==> src/rtl/perceptron_controller.sv <==
// Control FSM for a two-input perceptron trainer. It walks the sample memory
// once per epoch, strobes the datapath registers, and stops when an epoch
// finishes without errors or the epoch limit is reached.
module perceptron_controller #(
    parameter int NUM_SAMPLES = 100,
    parameter int ADDR_W      = 7,
    parameter int MAX_EPOCHS  = 255,
    parameter int EPOCH_W     = 8
) (
    input  logic               clk,
    input  logic               rst,
    input  logic               start,
    input  logic               eqFlag,
    input  logic               endFlag,
    output logic               ldX1,
    output logic               ldX2,
    output logic               ldt,
    output logic               ldYin,
    output logic               ldW1,
    output logic               ldW2,
    output logic               ldB,
    output logic               initW1,
    output logic               initW2,
    output logic               initB,
    output logic               ldEndFlag,
    output logic               initEndFlag,
    output logic [ADDR_W-1:0]  sampleAddr,
    output logic [EPOCH_W-1:0] epochCount,
    output logic               busy,
    output logic               done,
    output logic               converged
);

    typedef enum logic [3:0] {
        S_IDLE,
        S_INIT,
        S_EPOCH_START,
        S_LOAD,
        S_CALC,
        S_CHECK,
        S_UPDATE,
        S_NEXT,
        S_EPOCH_END,
        S_DONE
    } state_t;

    localparam logic [ADDR_W-1:0]  LAST_ADDR  = ADDR_W'(NUM_SAMPLES - 1);
    localparam logic [EPOCH_W-1:0] LAST_EPOCH = EPOCH_W'(MAX_EPOCHS - 1);

    state_t             state_q, state_d;
    logic [ADDR_W-1:0]  addr_q, addr_d;
    logic [EPOCH_W-1:0] epoch_q, epoch_d;
    logic               conv_q, conv_d;

    // State and counter registers with synchronous reset.
    always_ff @(posedge clk) begin
        if (rst) begin
            state_q <= S_IDLE;
            addr_q  <= '0;
            epoch_q <= '0;
            conv_q  <= 1'b0;
        end else begin
            state_q <= state_d;
            addr_q  <= addr_d;
            epoch_q <= epoch_d;
            conv_q  <= conv_d;
        end
    end

    // Next-state logic; sampleAddr is cleared on every entry into EPOCH_START.
    always_comb begin
        state_d = state_q;
        addr_d  = addr_q;
        epoch_d = epoch_q;
        conv_d  = conv_q;
        unique case (state_q)
            S_IDLE: begin
                if (start) begin
                    state_d = S_INIT;
                    conv_d  = 1'b0;
                    epoch_d = '0;
                end
            end
            S_INIT: begin
                state_d = S_EPOCH_START;
                addr_d  = '0;
            end
            S_EPOCH_START: state_d = S_LOAD;
            S_LOAD:        state_d = S_CALC;
            S_CALC:        state_d = S_CHECK;
            S_CHECK:       state_d = eqFlag ? S_NEXT : S_UPDATE;
            S_UPDATE:      state_d = S_NEXT;
            S_NEXT: begin
                if (addr_q == LAST_ADDR) begin
                    state_d = S_EPOCH_END;
                end else begin
                    addr_d  = addr_q + 1'b1;
                    state_d = S_LOAD;
                end
            end
            S_EPOCH_END: begin
                if (endFlag) begin
                    state_d = S_DONE;
                    conv_d  = 1'b1;
                end else if (epoch_q == LAST_EPOCH) begin
                    state_d = S_DONE;
                    conv_d  = 1'b0;
                end else begin
                    epoch_d = epoch_q + 1'b1;
                    addr_d  = '0;
                    state_d = S_EPOCH_START;
                end
            end
            S_DONE:  state_d = S_IDLE;
            default: state_d = S_IDLE;
        endcase
    end

    // Moore decode of datapath strobes and status from the current state.
    always_comb begin
        ldX1        = 1'b0;
        ldX2        = 1'b0;
        ldt         = 1'b0;
        ldYin       = 1'b0;
        ldW1        = 1'b0;
        ldW2        = 1'b0;
        ldB         = 1'b0;
        initW1      = 1'b0;
        initW2      = 1'b0;
        initB       = 1'b0;
        ldEndFlag   = 1'b0;
        initEndFlag = 1'b0;
        busy        = (state_q != S_IDLE);
        done        = 1'b0;
        unique case (state_q)
            S_INIT: begin
                initW1 = 1'b1;
                initW2 = 1'b1;
                initB  = 1'b1;
            end
            S_EPOCH_START: initEndFlag = 1'b1;
            S_LOAD: begin
                ldX1 = 1'b1;
                ldX2 = 1'b1;
                ldt  = 1'b1;
            end
            S_CALC:  ldYin     = 1'b1;
            S_CHECK: ldEndFlag = 1'b1;
            S_UPDATE: begin
                ldW1 = 1'b1;
                ldW2 = 1'b1;
                ldB  = 1'b1;
            end
            S_DONE:  done = 1'b1;
            default: ;
        endcase
    end

    assign sampleAddr = addr_q;
    assign epochCount = epoch_q;
    assign converged  = conv_q;

endmodule

==> config.mk <==
export PLATFORM = sky130hd
export DESIGN_NAME = perceptron_controller
export DESIGN_NICKNAME = d
export VERILOG_FILES = /design/src/rtl/perceptron_controller.sv
export SDC_FILE = /design/constraint.sdc
export NUM_CORES = 1
export LEC_CHECK = 0
export ABC_AREA = 1
export CAP_MARGIN = 20
export CORE_MARGIN = 2
export CORE_UTILIZATION = 48
export CTS_CLUSTER_DIAMETER = 60
export DETAILED_ROUTE_END_ITERATION = 10
export PLACE_DENSITY = 0.79
export SYNTH_ARGS = -nofsm -noshare
export SYNTH_HDL_FRONTEND = slang
export SYNTH_SLANG_ARGS = --single-unit
==> constraint.sdc <==
create_clock -name clk -period 1.6 [get_ports clk]
set_input_delay 0.24 -clock clk [delete_from_list [all_inputs] [get_ports clk]]
set_output_delay 0.24 -clock clk [all_outputs]
set_load 0.05 [all_outputs]
==> summary.md, run 1 <==
| Metric | Value |
|---|---|
| Setup ws final | 0.0138 ns |
| CP bufs+invs | 2 |
| Total Nets Final | 262 |
| Port Buffers | 34 |
| Reg clk slew, reported paths | 0.12 ns |
| # IOs | 35 |
| Vias | 1483 |
| R2r endpoint | epochCount[6]$_SDFFE_PP0P_ |
| Die width | 56.8 µm |
| First-pass GRT wire length | 5690 µm |
| Post-synth net total | 219 |
| Routed wire per std cell | 12.7 µm |
| Max stage delay on crit path | 0.40 ns |
| Setup violators final | 0 |
| Yosys cell types | 28 |
| Worst hold start | epochCount[4]$_SDFFE_PP0P_ |
| Critical Path Source | state_q[3]$_SDFFE_PP0P_ |
| Worst Reg-to-Reg Cells | 11 |
| Peak Freq | 630 MHz |
| CP Data Required Time | 1.36 ns |
| Post-Place Worst Slack | 0.106 ns |
| Max Slew Vio Count | 0 |
| Leak Pwr | 0.892 nW |
| Tmin final | 1.59 ns |
| Max-cap viol count | 0 |
| Initial Util | 49.3% |
| Critical Path Sink Type | output port |
| Pre-antenna DRT Iters | 4 |
| ANT cells | 0 |
| CP cell instances | nor2_4 -> inv_2 -> nor2_4 -> buf_12 |
| CP arrival | 1.35 ns |
| FF-to-FF setup slack | 0.12 ns |
| Gr ovfl total | 0 |
| Die Y | 56.8 µm |
| Hold bufs inserted after CTS | 0 |
| Worst-Margin Slew | 0.316 ns |
| Status | finished, final reports clean |
| Initial drt markers | 52 |
| Hold WS | 0.500 ns |
| Post-DRT Antenna Nets | 0 |
| Number of synthesized register bits | 20 |
| Synth Area per Inst | 6.33 µm² |
| Max FO, Critical Path | 6 |
| Crit-path slowest cell | dfxtp_4 |
| Number of global-route vias before repair | 1298 |
| Mapped Cells | 211 |
| # DRC | 0 |
| Mapped cell area | 0.00134 mm² |
| Hold Fails Final Rpt | 0 |
| Clock root buffer | clkbuf_4 |
| HP Class | reg -> reg |
| Reg2reg start | epochCount[0]$_SDFFE_PP0P_ |
| Vias per cell | 5.22 |
| DRT Wirelength | 3600 µm |
| RSZ-0062 raised after global routing | true |
| Layout cells sized above 1 | 35.6% |
| Setup CP Type | reg -> out |
| Total CTS buffers | 3 |
| Worst vdd ir | 0.663 mV |
| Register area share after synthesis | 30.0% |
| Antenna violations before repair | 0 |
| CTS tree | done |
| Clock Sinks | 20 |
| Startpoint Class | flip-flop |
| Final period util | 99.1% |
| Worst hold path depth | 2 |
| Max-slew headroom | 78.9% |
| Total negative slack | 0 ns |
| Total Power | 1.31 mW |
| Final GP Congestion | 0.883 |
| Largest net degree at the start of global routing | 16 |
| Clk_lat worst skew | 0.31 ns |
| Final Skew | 0.00413 ns |
| Row cnt | 19 |
| Pwr Density | 645 mW/mm² |
| H-tree levels | 1 |
| Post-DP HPWL | 2490 µm |
| Total die area | 0.00322 mm² |
| Hold Crit Endpoint | epochCount[4]$_SDFFE_PP0P_ |
| CP top delay family | flip-flops |
| Area delta synth->final | 51.8% |
| Core Footprint | 0.00271 mm² |
| Synth warnings | 0 |
| Buffers from clock root to sink, at most | 2 |
| Finished Core Util | 74.8% |
| Most common cell on crit path | nor2_4 |
| All-layer global routing usage | 22.3% |
per-stage QoR:
| step | cell area (µm²) | std cells |
|---|---|---|
| after floorplan | 1370 | 211 |
| after global placement | 1880 | 274 |
| after detailed placement | 1880 | 274 |
| after CTS | 1970 | 281 |
| after global routing | 2030 | 284 |
| final | 2030 | 284 |
per-layer routing:
layer  wire length [µm]  share of wire, %  up-vias  track usage (%)
li1                   -                 -      752                -
met1               1510                42      671             27.0
met2               1830                51       52             39.5
met3                205               5.7        8             4.84
met4                 53               1.5        0             6.31
met5                  0                 0        -                0
power breakdown:
part / switching, mW / internal [mW]
Clock: 0.167 / 0.139
Combinational: 0.288 / 0.176
Sequential: 0.0227 / 0.515
Total: 0.478 / 0.830
how the worst max path moves through the flow:
stage	cells past startpoint	to
after floorplan	4	done
after global placement	7	epochCount[1]$_SDFFE_PP0P_
after detailed placement	7	epochCount[3]$_SDFFE_PP0P_
after CTS	4	ldt
after global routing	5	done
final	4	ldt
registers in the layout, summed over array words and instances (netlist names):
| register | cells |
|---|---|
| state_q | 4 |
| epochCount | 8 |
| converged | 1 |
| sampleAddr | 7 |
cells in the mapped netlist, drive strengths merged:
cell type / number / area [µm²]
a21oi: 17 / 88.8
a31o: 1 / 8.76
a31oi: 1 / 6.26
buf: 7 / 48.8
clkbuf: 1 / 3.75
dfxtp: 20 / 400
ha: 3 / 37.5
inv: 29 / 109
nand2: 65 / 269
nand3: 13 / 75.1
nand3b: 1 / 7.51
nand4: 4 / 25.0
nor2: 31 / 141
nor3: 4 / 20.0
o211ai: 2 / 15.0
o21a: 1 / 7.51
o21ai: 6 / 30.0
o31ai: 1 / 7.51
xnor2: 1 / 8.76
xor2: 3 / 26.3
logic make-up after synthesis:
kind of cell,Yosys count,synth area share (%)
and+or+nand+nor,118,40.3
AOI/OAI and AO/OA,29,12.3
DFF,20,30.0
xor gates and xnor gates,4,2.62
adders and majority gates,3,2.81
buffers and inverters,37,12.1
timing repair:
item | CTS | global route
resized for setup | 9 | 13
setup buffers | 3 | 2
setup endpoints to repair | 13 | 24
pin swaps | 2 | 4
gates cloned | 0 | 1
area by class of cell:
| cell class | instances | area (µm²) |
|---|---|---|
| Fill cell | 222 | 682 |
| Sequential cell | 20 | 422 |
| Timing Repair Buffer | 45 | 573 |
| Multi-Input combinational cell | 155 | 847 |
| Tap cell | 31 | 38.8 |
| Clock buffer | 4 | 36.3 |
| Inverter | 29 | 111 |
cell usage in the layout, fill, tap and decap left out, types with 2 or more instances in the layout:
cell,Yosys,routed
nand2_1,59,55
dfxtp_2,0,8
nand3_2,2,2
nand3_1,11,11
nor2_4,2,5
buf_4,6,23
o21ai_0,6,6
dfxtp_4,0,3
nor3_1,4,2
clkdlybuf4s50_1,0,4
inv_1,26,24
a21oi_1,16,16
nor2_2,4,7
dfxtp_1,20,9
xor2_1,3,3
nand2_2,4,7
nor2_1,25,19
ha_1,3,3
nand4_1,4,4
o211ai_1,2,2
buf_12,0,18
clkbuf_4,0,3
inv_2,3,4
nand2_4,2,4
worst register-to-register path, delay by kind of cell, from the launching register on:
| kind | cells | cell delay (ns) |
|---|---|---|
| AOI/OAI and AO/OA | 1 | 0.05 |
| adders and majority gates | 1 | 0.16 |
| buffers and inverters | 2 | 0.18 |
| and+or+nand+nor | 7 | 0.64 |
| DFF | 1 | 0.34 |
No activity file was read; power rests on OpenSTA's default activity.
==> run 2, diff against run 1 <==
Settings changed: ABC_AREA 1 to 0, CORE_UTILIZATION 48 to 46, MAX_ROUTING_LAYER from default to met4, PLACE_DENSITY 0.79 to 0.78.
==> summary.md, run 2 <==
| Metric | Value |
|---|---|
| Last stage | global routing (5_1_grt) |
| Synth warnings | 0 (unchanged) |
| Port Buffers | 34 (unchanged) |
| Primary FF master, synth | dfxtp_1 (unchanged) |
| Post-GRT worst EP | initW1 |
| Error msg | [ERROR DPL-0033] detailed placement checks failed during check placement. |
| Total CTS buffers | 3 (unchanged) |
| Leading post-synthesis cells by cell area | dfxtp_1 (33%), nor2_1 (6.6%), buf_4 (4.4%) (was dfxtp_1 (30%), nand2_1 (17%), inv_1 (7.3%)) |
| Mapped Cells | 147 (was 211) |
| Mapped cell area | 0.00120 mm² (was 0.00134 mm²) |
| Final GP Congestion | 0.875 (was 0.883) |
| Number of synthesized register bits | 20 (unchanged) |
| Cell taking the most area after synthesis | dfxtp_1 (unchanged) |
| Die width | 55.0 µm (was 56.8 µm) |
| Most frequent cell after synthesis | nor2_1 (was nand2_1) |
| # IOs | 35 (unchanged) |
| Clock root buffer | clkbuf_4 (unchanged) |
| Row cnt | 18 (was 19) |
| Synth Area per Inst | 8.14 µm² (was 6.33 µm²) |
| Post-synth net total | 155 (was 219) |
| Most instantiated cells after synthesis | nor2_1 (21), dfxtp_1 (20), nand2_1 (8), nand3_1 (8) (was nand2_1 (59), inv_1 (26), nor2_1 (25), dfxtp_1 (20), a21oi_1 (16)) |
| Count of flip-flops with a built-in enable after synthesis | 0 (unchanged) |
| Buffers from clock root to sink, at most | 2 (unchanged) |
| Post-DP HPWL | 2720 µm (was 2490 µm) |
| Clock Sinks | 20 (unchanged) |
| Register area share after synthesis | 33.5% (was 30.0%) |
| Top cell type's share of synthesized area | 33.5% (was 30.0%) |
| Worst End Pin Type | primary output |
| Largest net degree at the start of global routing | 12 |
| Initial Util | 48.3% (was 49.3%) |
| Post-synth ARST share | 0% (unchanged) |
| Post-Place Worst Slack | -0.223 ns (was 0.106 ns) |
| Die Y | 55.0 µm (was 56.8 µm) |
| Antenna violations before repair | 0 |
| H-tree levels | 1 (unchanged) |
| Status | did not finish (was finished, final reports clean) |
| Yosys cell types | 41 (was 28) |
-- run 2: cell count changes after synthesis, moves of 3 or more --
cell / delta
nand2_1: -51
inv_1: -21
a21oi_1: -9
o21ai_1: +6
or3_1: +6
nand2_2: -4
nand2b_1: +4
nor2_1: -4
nor2_2: -4
xnor2_1: +4
inv_2: -3
nand3_1: -3
o31a_1: +3
-- run 2: cells by family after synthesis --
logic type,count (synthesis),synth area share (%)
buffers and inverters,16,8.37
adder cells (fa/ha/maj),3,3.14
XOR/XNOR,8,5.86
flip-flops,20,33.5
AND/OR/NAND/NOR,63,27.1
AO/OA/AOI/OAI,36,21.2
multiplexers,1,0.837
-- run 2: repair_timing --
action | in CTS
pin swaps | 11
resized for setup | 23
setup endpoints to repair | 25
hold buffers | 0
buffers inserted | 8
cloned | 1
-- run 2: stage by stage --
stage	area [µm²]	hold slack (ns)	instances	util [%]
2_1_floorplan	1360	0.303	147	-
3_3_place_gp	2030	0.483	239	81.8
3_5_place_dp	2030	0.490	239	81.8
4_1_cts	2270	0.550	252	91.7
==> run 3, diff against run 2 <==
Settings changed: CORE_AREA from default to 2 2 63 65, CORE_MARGIN 2 to default, CORE_UTILIZATION 46 to default, CTS_CLUSTER_DIAMETER 60 to default, DIE_AREA from default to 0 0 65 67, MAX_ROUTING_LAYER met4 to default, PLACE_DENSITY 0.78 to default, PLACE_DENSITY_LB_ADDON from default to 0.15.
==> summary.md, run 3 <==
| Metric | Value |
|---|---|
| Status | finished with violations (was did not finish) |
| Failing checks | negative setup slack |
| # DRC | 0 |
| CP Depth | 4 |
| Total Power | 2.28 mW |
| Internal power | 1.44 mW |
| Number of synthesized register bits | 20 (unchanged) |
| Yosys cell types | 41 (unchanged) |
| Primary FF master, synth | dfxtp_1 (unchanged) |
| RSZ-0062 raised after global routing | true |
| Post-synth net total | 155 (unchanged) |
| Core Footprint | 0.00361 mm² |
| CP bufs+invs | 2 |
| Post-Place Worst Slack | -0.298 ns (was -0.223 ns) |
| Final std cells w/o fill | 283 |
| First-pass GRT wire length | 6960 µm |
| H-tree levels | 1 (unchanged) |
| Post-DP HPWL | 2910 µm (was 2720 µm) |
| Gr ovfl total | 0 |
| Buffers from clock root to sink, at most | 2 (unchanged) |
| CP arrival | 1.51 ns |
| Most frequent cell after synthesis | nor2_1 (unchanged) |
| Vias per cell | 5.21 |
| Worst setup path end | initB |
| Finished Core Util | 71.9% |
| HP Class | reg -> reg |
| CTS tree | done |
| Initial Util | 33.2% (was 48.3%) |
| Tmin final | 1.75 ns |
| Clock root buffer | clkbuf_8 (was clkbuf_4) |
| Reg2reg start | sampleAddr[2]$_SDFFE_PP0P_ |
| Pwr Density | 879 mW/mm² |
| Leak Pwr | 1.01 nW |
| Top cell type's share of synthesized area | 33.5% (unchanged) |
| Total CTS buffers | 3 (unchanged) |
| Sw Pwr | 0.841 mW |
| Synth Area per Inst | 8.14 µm² (unchanged) |
| Register area share after synthesis | 33.5% (unchanged) |
| Leading post-synthesis cells by cell area | dfxtp_1 (33%), nor2_1 (6.6%), buf_4 (4.4%) (unchanged) |
| Largest net degree at the start of global routing | 13 |
| Area delta synth->final | 117% |
| CP cell instances | buf_6 -> or3_4 -> nor2_4 -> buf_12 |
| Worst vdd ir | 0.659 mV |
| Max Slew Vio Count | 0 |
| Reg clk slew, reported paths | 0.08 ns |
| Port Buffers | 34 (unchanged) |
| Critical Path Sink Type | output port |
| ANT cells | 0 |
| Max FO, Critical Path | 5 |
| CP Data Required Time | 1.36 ns |
| Layout cells sized above 1 | 64.7% |
| Vias | 1474 |
| Clock Sinks | 20 (unchanged) |
| R2r endpoint | sampleAddr[1]$_SDFFE_PP0P_ |
| Antenna violations before repair | 0 |
| Post-DRT Antenna Nets | 0 |
| Hold Fails Final Rpt | 0 |
| Sw frac | 36.9% |
| Worst-Margin Slew | 0.313 ns |
| Most instantiated cells after synthesis | nor2_1 (21), dfxtp_1 (20), nand2_1 (8), nand3_1 (8) (unchanged) |
| Mapped Cells | 147 (unchanged) |
| Peak Freq | 571 MHz |
| DRT Wirelength | 4380 µm |
| Max reg flops | 8 |
| Worst Reg-to-Reg Cells | 5 |
| Setup CP Type | reg -> out |
| FF-to-FF setup slack | -0.13 ns |
| Setup violators final | 16 |
| # IOs | 35 (unchanged) |
| Die width | 65 µm (was 55.0 µm) |
| Commonest non-fill, non-tap cells in the layout | buf_4 (63), buf_12 (17), nor2_1 (15), dfxtp_4 (14), buf_6 (10) |
| Crit-path slowest cell | or3_4 |
| Clock power frac | 22.3% |
| Routed wire per std cell | 15.5 µm |
| Mapped cell area | 0.00120 mm² (unchanged) |
| Hold WS | 0.575 ns |
| Critical Path Source | state_q[2]$_SDFFE_PP0P_ |
| Count of flip-flops with a built-in enable after synthesis | 0 (unchanged) |
| Total die area | 0.00436 mm² |
| CP top delay family | simple AND/OR/NAND/NOR gates |
| Final GP Congestion | 0.853 (was 0.875) |
| Max-slew headroom | 79.1% |
| Synth warnings | 0 (unchanged) |
| Number of global-route vias before repair | 1535 |
| Initial drt markers | 80 |
| Die Y | 67 µm (was 55.0 µm) |
| Clk_lat worst skew | 0.26 ns |
| Max stage delay on crit path | 0.38 ns |
| All-layer global routing usage | 20.7% |
| Setup ws final | -0.150 ns |
| Max-cap viol count | 0 |
| Row cnt | 22 (was 18) |
| Pre-antenna DRT Iters | 5 |
| Cell taking the most area after synthesis | dfxtp_1 (unchanged) |
| Startpoint Class | flip-flop |
| Sequential Power Share | 24.4% |
| Placed Cells | 264 (was 239) |
| Comb pwr share | 53.3% |
| Final period util | 109% |
| Post-synth ARST share | 0% (unchanged) |
| Final Skew | 0.00896 ns |
| Hold bufs inserted after CTS | 0 (unchanged) |
| Total Nets Final | 244 |
| Commonest non-fill, non-tap cell in the layout | buf_4 |
==> run 3: cell counts after synthesis <==
Identical to the previous run, type by type.
==> run 3: layout make-up <==
| cell class | instances | area (µm²) |
|---|---|---|
| inverter | 5 | 21.3 |
| tap | 48 | 60.1 |
| clock buffer | 3 | 41.3 |
| fill | 261 | 1010 |
| clock inverter | 1 | 30.0 |
| timing repair buffer | 94 | 966 |
| sequential | 20 | 459 |
| multi-input combinational | 112 | 1010 |
==> run 3: repair_timing <==
item / in CTS / in global routing
buffers inserted: 11 / 3
endpoints found under the hold margin: 0 / 0
pin swaps: 22 / 9
cloned: 1 / 0
setup endpoints to repair: 22 / 32
gates resized for setup: 30 / 23
==> run 3: cells by family after synthesis <==
| group | after synthesis | share of synthesized area, % |
|---|---|---|
| compound gates | 36 | 21.2 |
| buf+inv | 16 | 8.37 |
| xor+xnor | 8 | 5.86 |
| flops | 20 | 33.5 |
| simple gates | 63 | 27.1 |
| fa+ha+maj | 3 | 3.14 |
| mux | 1 | 0.837 |
==> run 3: power groups by stage <==
stage	sequential (mW)	combinational, mW	clock [mW]
after floorplan	0.598	0.536	0
after global placement	0.558	0.959	0
after detailed placement	0.561	0.975	0
after CTS	0.555	1.11	0.520
after global routing	0.559	1.28	0.546
final	0.556	1.21	0.507
==> run 3: per-stage QoR <==
| step | TNS (ns) | area [µm²] |
|---|---|---|
| 6_report | -1.22 | 2590 |
| 2_1_floorplan | -0.991 | 1360 |
| 5_1_grt | -2.53 | 2590 |
| 4_1_cts | -1.16 | 2460 |
| 3_5_place_dp | -2.25 | 2130 |
| 3_3_place_gp | -1.43 | 2130 |
==> run 3: worst min-delay path by stage <==
stage / start / slack [ns] / endpoint / depth (start not counted)
CTS: epochCount[7]$_SDFFE_PP0P_ / 0.53 / epochCount[7]$_SDFFE_PP0P_ / 2
finish: epochCount[7]$_SDFFE_PP0P_ / 0.58 / epochCount[7]$_SDFFE_PP0P_ / 2
global placement: epochCount[7]$_SDFFE_PP0P_ / 0.48 / epochCount[7]$_SDFFE_PP0P_ / 2
detailed placement: epochCount[7]$_SDFFE_PP0P_ / 0.50 / epochCount[7]$_SDFFE_PP0P_ / 2
global route: epochCount[7]$_SDFFE_PP0P_ / 0.61 / epochCount[7]$_SDFFE_PP0P_ / 2
floorplan: rst / 0.30 / epochCount[1]$_SDFFE_PP0P_ / 1
==> run 3: worst register-to-register path: stages (launching register included) <==
cell and delay [ns]:
dfxtp_4 0.36, nor4b_4 0.29, or4b_4 0.56, o211ai_4 0.15
mux2i_1 0.22, nor2_1 0.05
==> run 3: routing by layer <==
layer	up-vias	global-route usage [%]	routed length, µm
met5	-	0	0
met4	0	7.18	131
met3	15	3.38	162
met2	47	37.5	2310
met1	706	24.7	1780
li1	706	-	-
==> run 4, diff against run 3 <==
Settings changed: SETUP_SLACK_MARGIN from default to 0.1, SKIP_LAST_GASP from default to 1.
==> summary.md, run 4 (synthesized netlist as in run 3, its figures left out) <==
| Metric | Value |
|---|---|
| Failing checks | negative setup slack (unchanged) |
| Worst vdd ir | 0.534 mV (was 0.659 mV) |
| Commonest non-fill, non-tap cell in the layout | buf_4 (unchanged) |
| Clock Sinks | 20 (unchanged) |
| All-layer global routing usage | 22.3% (was 20.7%) |
| CP arrival | 1.92 ns (was 1.51 ns) |
| Post-Place Worst Slack | -0.231 ns (was -0.298 ns) |
| Die Y | 67 µm (unchanged) |
| Final GP Congestion | 0.875 (was 0.853) |
| # DRC | 0 (unchanged) |
| Area delta synth->final | 132% (was 117%) |
| Gr ovfl total | 0 (unchanged) |
| Worst setup path end | sampleAddr[4]$_SDFFE_PP0P_ (was initB) |
| Design area | 0.00277 mm² (was 0.00259 mm²) |
| Max reg flops | 8 (unchanged) |
| Largest net degree at the start of global routing | 13 (unchanged) |
| Final Skew | 0.0156 ns (was 0.00896 ns) |
| Routed wire per std cell | 17.5 µm (was 15.5 µm) |
| ANT cells | 0 (unchanged) |
| Setup ws final | -0.172 ns (was -0.150 ns) |
| Critical Path Source | state_q[0]$_SDFFE_PP0P_ (was state_q[2]$_SDFFE_PP0P_) |
| Post-DP Area | 0.00211 mm² (was 0.00213 mm²) |
| DRT Wirelength | 5100 µm (was 4380 µm) |
| Reg clk slew, reported paths | 0.09 ns (was 0.08 ns) |
| Worst hold start | converged$_SDFFE_PP0P_ (was epochCount[7]$_SDFFE_PP0P_) |
| Commonest non-fill, non-tap cells in the layout | buf_4 (54), buf_6 (27), buf_12 (16), nor2_1 (14), dfxtp_4 (12) (was buf_4 (63), buf_12 (17), nor2_1 (15), dfxtp_4 (14), buf_6 (10)) |
| Status | finished with violations (unchanged) |
| Max FO, Critical Path | 5 (unchanged) |
| Row cnt | 22 (unchanged) |
| Leak Pwr | 1.10 nW (was 1.01 nW) |
| Clk_lat worst skew | 0.27 ns (was 0.26 ns) |
| Total Power | 2.50 mW (was 2.28 mW) |
| CTS tree | done (unchanged) |
| Antenna violations before repair | 0 (unchanged) |
| RSZ-0062 raised after global routing | true (unchanged) |
| Total CTS buffers | 3 (unchanged) |
| Worst-Margin Slew | 0.340 ns (was 0.313 ns) |
| Die width | 65 µm (unchanged) |
| Final std cells w/o fill | 291 (was 283) |
| FF-to-FF setup slack | -0.17 ns (was -0.13 ns) |
| R2r endpoint | sampleAddr[4]$_SDFFE_PP0P_ (was sampleAddr[1]$_SDFFE_PP0P_) |
| Max-slew headroom | 77.2% (was 79.1%) |
| Vias per cell | 5.32 (was 5.21) |
| Layout cells sized above 1 | 70.8% (was 64.7%) |
| Core Footprint | 0.00361 mm² (unchanged) |
| Initial Util | 33.2% (unchanged) |
| Total die area | 0.00436 mm² (unchanged) |
| Max-cap viol count | 0 (unchanged) |
| Placed Cells | 261 (was 264) |
| Hold WS | 0.517 ns (was 0.575 ns) |
| Startpoint Class | flip-flop (unchanged) |
| Final period util | 111% (was 109%) |
| Setup violators final | 19 (was 16) |
| Buffers from clock root to sink, at most | 2 (unchanged) |
| Setup CP Type | reg -> reg (was reg -> out) |
| Port Buffers | 34 (unchanged) |
| Post-DRT Antenna Nets | 0 (unchanged) |
| Pwr Density | 903 mW/mm² (was 879 mW/mm²) |
| # IOs | 35 (unchanged) |
| H-tree levels | 1 (unchanged) |
| Total Nets Final | 252 (was 244) |
| First-pass GRT wire length | 7390 µm (was 6960 µm) |
| Number of global-route vias before repair | 1577 (was 1535) |
| Pre-antenna DRT Iters | 4 (was 5) |
| CP Data Required Time | 1.75 ns (was 1.36 ns) |
| Vias | 1548 (was 1474) |
| Post-DP HPWL | 2770 µm (was 2910 µm) |
| Clock root buffer | clkbuf_8 (unchanged) |
| Finished Core Util | 76.9% (was 71.9%) |
| Critical Path Sink Type | flip-flop (was output port) |
| HP Class | reg -> reg (unchanged) |
| Worst Reg-to-Reg Cells | 6 (was 5) |
| Reg2reg start | state_q[0]$_SDFFE_PP0P_ (was sampleAddr[2]$_SDFFE_PP0P_) |
| Initial drt markers | 79 (was 80) |
| Max Slew Vio Count | 0 (unchanged) |
| Peak Freq | 564 MHz (was 571 MHz) |
| Hold Fails Final Rpt | 0 (unchanged) |
| Total negative slack | -1.99 ns (was -1.22 ns) |
| Tmin final | 1.77 ns (was 1.75 ns) |
## run 4: cell types whose count changed in the layout (fill, tap and decap cells not counted), sizes merged
| cell | before | now |
|---|---|---|
| buf | 90 | 98 |
## run 4: repair_timing
item                                    CTS  global route
endpoints found under the setup margin   31            33
gates cloned                              1             0
resized for setup                        44            41
hold buffers                              0             0
pin swaps                                25            25
setup buffers                            20             7
## run 4: final cells by class
cell class	instances	area, µm²
multi-input combinational	112	1080
tap	48	60.1
clock inverter	1	30.0
inverter	5	21.3
fill	218	833
clock buffer	3	41.3
sequential	20	454
timing repair buffer	102	1080
## run 4: how the worst min path moves through the flow
stage                            endpoint  slack, ns  depth (start not counted)
6_report           converged$_SDFFE_PP0P_       0.52                          2
3_5_place_dp       converged$_SDFFE_PP0P_       0.49                          2
5_1_grt            converged$_SDFFE_PP0P_       0.53                          2
3_3_place_gp   epochCount[7]$_SDFFE_PP0P_       0.48                          2
4_1_cts        epochCount[7]$_SDFFE_PP0P_       0.51                          2
2_1_floorplan  epochCount[1]$_SDFFE_PP0P_       0.30                          1
## run 4: worst max-delay path, cell delays in order (launching register included)
cell and delay [ns]:
dfxtp_4 0.37, xnor2_2 0.16, or3_4 0.36, buf_4 0.16
o31ai_2 0.34, buf_4 0.21, a21oi_1 0.05
## run 4: power breakdown
part           switching (mW)  total [mW]  internal [mW]
registers              0.0347       0.556          0.521
clock network           0.182       0.516          0.335
logic                   0.735        1.43          0.696
total                   0.952        2.50           1.55
## run 4: layer usage
metal	global-route usage (%)	vias up	part of all wire [%]
met1	23.7	765	37
met3	5.24	10	3.7
li1	-	728	-
met2	43.4	45	57
met5	0	-	0
met4	6.12	0	1.9
==> patch (flow settings as in run 3) <==
`addr_q` no longer has a reset.
--- a/src/rtl/perceptron_controller.sv
+++ b/src/rtl/perceptron_controller.sv
@@ -58,3 +58,2 @@
             state_q <= S_IDLE;
-            addr_q  <= '0;
             epoch_q <= '0;
@@ -63,3 +62,2 @@
             state_q <= state_d;
-            addr_q  <= addr_d;
             epoch_q <= epoch_d;
@@ -67,2 +65,6 @@
         end
+    end
+
+    always_ff @(posedge clk) begin
+        addr_q <= addr_d;
     end
Check against the original RTL: differs if rst is asserted again (counterexample within 10 cycles, from zero or initial values and one cycle with rst high); with rst held inactive, the same outputs for 10 cycles.
==> patch against run 3 <==
- the run still ends with setup timing left
- synthesized area fell by 0.42%
- fmax rose by 7.5%
- wire length fell by 35%
- final area fell by 22%
- sequential cell count did not move
- setup slack improved by 0.12 ns
Power is not compared: it rests on default switching activity, and its combinational part moved more than twofold at a synthesized area within 25%.
==> patch: results (changes against run 3) <==
The run finished, with violations left. The final reports fail on setup timing. The slack of the worst reg-to-reg path came out at 0.05 ns (+0.18 ns). The global-route usage over all layers is 0.1413 (-0.06598).

The area taken by multi-input logic gates is 726.9 um2 (-28%). For this design, the slowest cell found on the critical path is sky130_fd_sc_hd__dfxtp_4. The area share of xor/xnor cells in the synthesized design came out at 0.08088 (+0.02230).

The final number of setup-violating endpoints came out at 1 (-15). The via count came to 1140 (-23%). The final wirelength came to 2867 um (-35%). The wire length of the first global-routing pass came out at 4795 um (-31%). The fraction of the mapped netlist area in adder cells came out at 0.03151 (+0.0001319). The DRC violation total after the first TritonRoute iteration was 30 (-63%). The layout cell share with drive strength beyond 1 is 0.5052 (-0.1416). The smallest setup slack after layout came out at -0.02824 ns (+0.1216 ns).

The endpoint arrival time on the critical path was 1.39 ns (-0.12 ns). The maximum clock skew at final layout came out at 0.0009029 ns (-0.008060 ns). The post-synthesis compound-gate area fraction came out at 0.1460 (-0.06633). The total negative slack is -0.02824 ns (+1.191 ns). By count the netlist is led by 24 x sky130_fd_sc_hd__nor2_1, 13 x sky130_fd_sc_hd__dfxtp_1, 12 x sky130_fd_sc_hd__nand2_1, 9 x sky130_fd_sc_hd__a21oi_1, 8 x sky130_fd_sc_hd__xnor2_1. The routability congestion estimate from global placement is 0.7688 (-9.9%). The share of cell area taken by muxes after synthesis is 0 (-0.008368).

The actual slew at the worst max-slew pin was 0.3034 ns (-0.009397 ns). The maximum number of pins on one net before global-route repair is 12 (-1). The number of nets in the finished design is 201 (-18%). The quantity of gates resized following cts came out at 8 (-73%). The number of setup buffers added after CTS came out at 2 (-9). The flip-flop and latch share of the layout cell area is 0.2431 (+0.06585). The sequential-to-total area share from yosys stat came out at 0.3950 (+0.06023). The final-layout clock-cell area share is 0.02221 (-0.005314). In this run the worst hold path is classified as reg -> reg. The total cell area at the placement stage came to 1853 um2 (-13%). The layout inverter count without the clock tree is 2 (-3). The clock buffer instance count of the final layout is 4 (+1).

The half-perimeter wire length after detailed placement is 2263 um (-22%). The number of flops mapped to enable cells by yosys is 7 (+7). The final-layout fill cell count is 318 (+22%). The largest stage delay on the critical path is 0.35 ns (-0.03 ns). The share of final layout cell area taken by non-clock buffers is 0.3418 (-0.03100). The count of multi-input gates is 102 (-8.9%).
-- patch: layer usage --
metal	GRT usage	wire [um]	vias to the layer above
li1	-	-	584
met1	0.1812	1319	534
met2	0.2371	1425	20
met3	0.01689	105	2
met4	0.06383	17	0
met5	0	0	-
-- patch: final timing paths --
path,from,end,depth (start not counted)
max reg2reg,state_q[0],epochCount[5],5
min reg2reg,epochCount[1],epochCount[1],2
max,state_q[0],busy,3
min,epochCount[1],epochCount[1],2
-- patch: per-stage QoR --
step / cells / total power [mW] / utilization / setup WS (ns)
after global placement: 230 / 1.029 / 0.5139 / -0.02431
after CTS: 236 / 1.392 / 0.5361 / -0.03898
after detailed placement: 230 / 1.034 / 0.5139 / -0.06543
final: 240 / 1.404 / 0.5625 / -0.02824
after global routing: 240 / 1.473 / 0.5625 / -0.05570
after floorplan: 136 / 0.8577 / - / -0.3288
